--- src/rtl/serial_adder_pkg.sv ---
// Shared types and constants for the nibble-serial adder.
package serial_adder_pkg;

  localparam int unsigned NIBBLE = 4;

  typedef enum logic [1:0] {
    StIdle = 2'd0,
    StRun  = 2'd1,
    StDone = 2'd2
  } state_e;

endpackage

--- src/rtl/nibble_add.sv ---
// Combinational 4-bit adder slice with carry-in and carry-out.
module nibble_add
  import serial_adder_pkg::*;
(
  input  logic [NIBBLE-1:0] a_i,
  input  logic [NIBBLE-1:0] b_i,
  input  logic              cin_i,
  output logic [NIBBLE-1:0] s_o,
  output logic              c_o
);

  logic [NIBBLE:0] full;

  always_comb begin
    full = {1'b0, a_i} + {1'b0, b_i} + {{NIBBLE{1'b0}}, cin_i};
  end

  assign s_o = full[NIBBLE-1:0];
  assign c_o = full[NIBBLE];

endmodule

--- src/rtl/serial_nibble_adder.sv ---
// Multi-cycle WIDTH-bit adder, one nibble per clock through a single slice.
// Define SERIAL_NIBBLE_ADDER_SUBTRACT_EN to add the sub_i port (a - b).
module serial_nibble_adder
  import serial_adder_pkg::*;
#(
  parameter int unsigned WIDTH = 16
) (
  input  logic             clk_i,
  input  logic             reset_i,
  input  logic             start_i,
  input  logic [WIDTH-1:0] a_i,
  input  logic [WIDTH-1:0] b_i,
  input  logic             cin_i,
`ifdef SERIAL_NIBBLE_ADDER_SUBTRACT_EN
  input  logic             sub_i,
`endif
  output logic             ready_o,
  output logic             done_o,
  output logic [WIDTH-1:0] sum_o,
  output logic             cout_o
);

  localparam int unsigned N       = WIDTH / NIBBLE;
  localparam int unsigned IdxW    = $clog2(N);
  localparam int unsigned ResW    = WIDTH - NIBBLE;
  localparam logic [IdxW-1:0] LastIdx = IdxW'(N - 1);

  state_e            state_q, state_d;
  logic [WIDTH-1:0]  a_q, a_d;
  logic [WIDTH-1:0]  b_q, b_d;
  logic              carry_q, carry_d;
  logic [IdxW-1:0]   idx_q, idx_d;
  // Only the lower nibbles are stored; the top nibble comes straight from the slice.
  logic [ResW-1:0]   res_q, res_d;
  logic [WIDTH-1:0]  sum_q, sum_d;
  logic              cout_q, cout_d;
  logic              done_q, done_d;

  logic [WIDTH-1:0]  b_load;
  logic              cin_load;
  logic [NIBBLE-1:0] slice_s;
  logic              slice_c;
  logic [WIDTH-1:0]  res_cat;

`ifdef SERIAL_NIBBLE_ADDER_SUBTRACT_EN
  // Two's-complement subtract: a + ~b + 1.
  assign b_load   = sub_i ? ~b_i : b_i;
  assign cin_load = sub_i ? 1'b1 : cin_i;
`else
  assign b_load   = b_i;
  assign cin_load = cin_i;
`endif

  nibble_add u_nibble_add (
    .a_i   (a_q[NIBBLE-1:0]),
    .b_i   (b_q[NIBBLE-1:0]),
    .cin_i (carry_q),
    .s_o   (slice_s),
    .c_o   (slice_c)
  );

  assign res_cat = {slice_s, res_q};

  always_comb begin
    state_d = state_q;
    a_d     = a_q;
    b_d     = b_q;
    carry_d = carry_q;
    idx_d   = idx_q;
    res_d   = res_q;
    sum_d   = sum_q;
    cout_d  = cout_q;
    done_d  = 1'b0;

    unique case (state_q)
      StIdle: begin
        if (start_i) begin
          a_d     = a_i;
          b_d     = b_load;
          carry_d = cin_load;
          idx_d   = '0;
          state_d = StRun;
        end
      end
      StRun: begin
        a_d     = a_q >> NIBBLE;
        b_d     = b_q >> NIBBLE;
        res_d   = res_cat[WIDTH-1:NIBBLE];
        carry_d = slice_c;
        idx_d   = idx_q + 1'b1;
        if (idx_q == LastIdx) begin
          sum_d   = res_cat;
          cout_d  = slice_c;
          idx_d   = '0;
          done_d  = 1'b1;
          state_d = StDone;
        end
      end
      StDone: begin
        state_d = StIdle;
      end
      default: begin
        state_d = StIdle;
      end
    endcase
  end

  always_ff @(posedge clk_i) begin
    if (reset_i) begin
      state_q <= StIdle;
      a_q     <= '0;
      b_q     <= '0;
      carry_q <= 1'b0;
      idx_q   <= '0;
      res_q   <= '0;
      sum_q   <= '0;
      cout_q  <= 1'b0;
      done_q  <= 1'b0;
    end else begin
      state_q <= state_d;
      a_q     <= a_d;
      b_q     <= b_d;
      carry_q <= carry_d;
      idx_q   <= idx_d;
      res_q   <= res_d;
      sum_q   <= sum_d;
      cout_q  <= cout_d;
      done_q  <= done_d;
    end
  end

  assign ready_o = (state_q == StIdle);
  assign done_o  = done_q;
  assign sum_o   = sum_q;
  assign cout_o  = cout_q;

endmodule
--- config.mk ---
export PLATFORM = sky130hd
export DESIGN_NAME = serial_nibble_adder
export DESIGN_NICKNAME = d
export VERILOG_FILES = /design/src/rtl/serial_adder_pkg.sv /design/src/rtl/nibble_add.sv /design/src/rtl/serial_nibble_adder.sv
export SDC_FILE = /design/constraint.sdc
export NUM_CORES = 1
export LEC_CHECK = 0
export CORE_MARGIN = 2
export CORE_UTILIZATION = 35
export CTS_CLUSTER_DIAMETER = 60
export DETAILED_ROUTE_END_ITERATION = 8
export PLACE_DENSITY = 0.61
export SETUP_SLACK_MARGIN = 0.3
export SYNTH_ARGS = -nofsm -noshare
export SYNTH_HDL_FRONTEND = slang
export SYNTH_SLANG_ARGS = --single-unit
export TNS_END_PERCENT = 10
--- constraint.sdc ---
create_clock -name clk_i -period 4.4 [get_ports clk_i]
set_input_delay 1.1 -clock clk_i [delete_from_list [all_inputs] [get_ports clk_i]]
set_output_delay 1.1 -clock clk_i [all_outputs]
set_load 0.02 [all_outputs]
==> results.toml <==
[layout]
drive_gt1_share_pct = 5.62
syn2layout_area_growth_pct = 27.1
antenna_cells = 0
nFillCells = 831
layout.nets = 465
final_cells = 532
final_cell_mix = "nor2_1, dfxtp_1, a21oi_1, clkdlybuf4s50_1, nand2_1"
final_common_cell = "nor2_1"

[clocking]
clkLatencyLatePin_ns = 0.35
cts.sinks = 67
cts-root-buf = "clkbuf_8"
clockBufferDepth = 2
cts.hold.buffers_added = 0
cts.repair.resized = 0
cts_tree = "done"
h-tree-depth = 3
clkTransAtPathRegs_ns = 0.07
cts_made_buffers = 9
post-cts-setup-buffer-count = 0

[power]
power.leakage_nw = 1.42
powerDensity_nw_per_um2 = 368
vdd_drop_max_mv = 0.177

[detailed_routing]
vias_per_cell = 4.78
dr.pass1.iters = 4
antenna_left = 0
drt_iter0_drc = 86
drc = 0
wl_per_cell_um = 12.3
routed_wl_um = 6550
vias = 2545

[logic_synthesis]
synthDistinctLibCells = 31
syn_inst = 382
synthesis.area_um2 = 2900
syn-num-nets = 424
yosys_warnings = 0
avgSynthCellArea_um2 = 7.58
synth_seq_area_share_pct = 46.3
synth.ff_latch_count = 67

[grt]
grt_pass1_vias = 2485
grt_pass1_wl_um = 11100
grt_max_degree = 55
antenna_found_initial = 0
grt_usage_pct = 15.9
overflow = 0

[placed_design]
dp_cells = 517
port_buffers = 54
dpl.hpwl_um = 4230
gp_congestion = 0.771

[setup_path]
critical-path-top-delay-family = "buffers and inverters"
slowest_stage = "clkdlybuf4s50_1"
critPathLaunchType = "register"
critPathRequiredTime_ns = 3.30
end_kind = "primary output"
path_cells = "buf_4 -> nor2_1 -> clkdlybuf4s50_1"
path_class = "reg2out"
critical_path_arrival_ns = 1.75
critPathMaxFanout = 33
path_buf_inv = 2
cpPeakStageDelay_ns = 0.64

[worst_hold_path]
hold_path_class = "reg2reg"

[sta]
min_period_ns = 2.85
final.setup.tns_ns = 0
fmax_ghz = 0.350
setup_viol_count_final = 0
post-route-period-util_pct = 64.9
finalHoldViolCount = 0
fin_skew_ns = 0.00746
slew_headroom_pct = 52.1
drv_slew = 0
grt_setup_unrepaired = "no"
worst_pin_slew_ns = 0.718

[floorplanning]
fp-row-count = 33
die_area_um2 = 9020
start_util_pct = 35.6
dieWidth_um = 95.0
fp.dieH_um = 95.0
coreArea_um2 = 8130
ios = 55

[flow_run]
max-cap-violations = 0

[run_status]
status = "finished clean"
[routing by layer]
| metal | part of all wire, % | global-route usage, % |
|---|---|---|
| met5 | 0 | 0 |
| met4 | 1.6 | 5.31 |
| met3 | 4.8 | 5.67 |
| met2 | 46 | 26.3 |
| met1 | 47 | 19.2 |
[final cells by class]
cell class	count	area (um2)	area share, %
Clock buffer	11	151	4.11
Clock inverter	4	50.0	1.36
Inverter	4	15.0	0.408
Multi-Input combinational cell	282	1420	38.5
Sequential cell	67	1340	36.4
Tap cell	105	131	3.57
Timing Repair Buffer	59	573	15.6
[cells by family (layout without fill, tap and decap cells)]
logic type	after synthesis	after routing	share of synthesized area [%]
AO/OA/AOI/OAI	70	70	13.6
XOR/XNOR	1	1	0.302
adder cells (fa/ha/maj)	6	6	3.11
buffers and inverters	33	78	4.71
flip-flops	67	67	46.3
multiplexers	1	1	0.346
AND/OR/NAND/NOR	204	204	31.7
[sequential cells by signal, summed over array words and instances, names as in the netlist]
| name | cells |
|---|---|
| a_q | 16 |
| b_q | 16 |
| sum_o | 16 |
| res_q | 12 |
| idx_q | 2 |
| state_q | 2 |
| carry_q | 1 |
| cout_o | 1 |
| done_o | 1 |
[Yosys cell counts]
cell        n  area [um2]
fa_1        2        40.0
a21o_1      1        7.51
buf_2       4        20.0
xnor2_1     1        8.76
nand2b_1    1        6.26
and2b_1     1        7.51
buf_4       2        15.0
or2_2       1        6.26
or4_1       2        15.0
o21ai_0     1        5.00
a21oi_1    53         265
o21a_1      1        7.51
and2_1      1        6.26
buf_1       2        7.51
nand2_4     1        11.3
mux2i_1     1        10.0
a22oi_1     8        60.1
dfxtp_1    67        1340
ha_1        4        50.1
nor2_1     88         330
nand2_1    48         180
nor2b_1    28         175
nand4b_1    2        17.5
nand3b_1    2        15.0
a211oi_1    4        30.0
nor3_1     26         130
nor2_2      1        6.26
a2bb2oi_1   2        17.5
inv_1       4        15.0
nand3_1     2        10.0
clkbuf_1   21        78.8
[where the power goes]
group          total (mW)  switching [mW]  internal, mW
sequential          0.655          0.0177         0.637
clock               0.525           0.236         0.288
combinational       0.177          0.0934        0.0833
total                1.36           0.347          1.01
[stage by stage]
| stage | area (um2) | setup slack, ns | util [%] | total power [mW] | hold slack, ns |
|---|---|---|---|---|---|
| finish | 3680 | 1.55 | 45.3 | 1.36 | 0.454 |
| detailed placement | 3480 | 1.61 | 42.8 | 0.846 | 0.447 |
| floorplan | 2900 | 2.37 | - | 0.784 | 0.432 |
| global route | 3680 | 1.46 | 45.3 | 1.42 | 0.474 |
| CTS | 3680 | 1.54 | 45.3 | 1.37 | 0.457 |
| global placement | 3480 | 1.64 | 42.8 | 0.844 | 0.445 |
[worst min-delay path: cells and delay by family, from the launching register on]
kind               cells  cell delay, ns
DFF                    1            0.31
and+or+nand+nor        1            0.05
AOI/OAI and AO/OA      1            0.05
[path summary, 6_finish.rpt]
kind | to | from | slack (ns) | cells after the start
min | sum_o[11] | sum_o[11] | 0.45 | 2
min reg2reg | sum_o[11] | sum_o[11] | 0.45 | 2
max reg2reg | sum_o[13] | state_q[0] | 2.17 | 5
max | ready_o | state_q[1] | 1.55 | 3
Power figures use the tool's default switching activity.
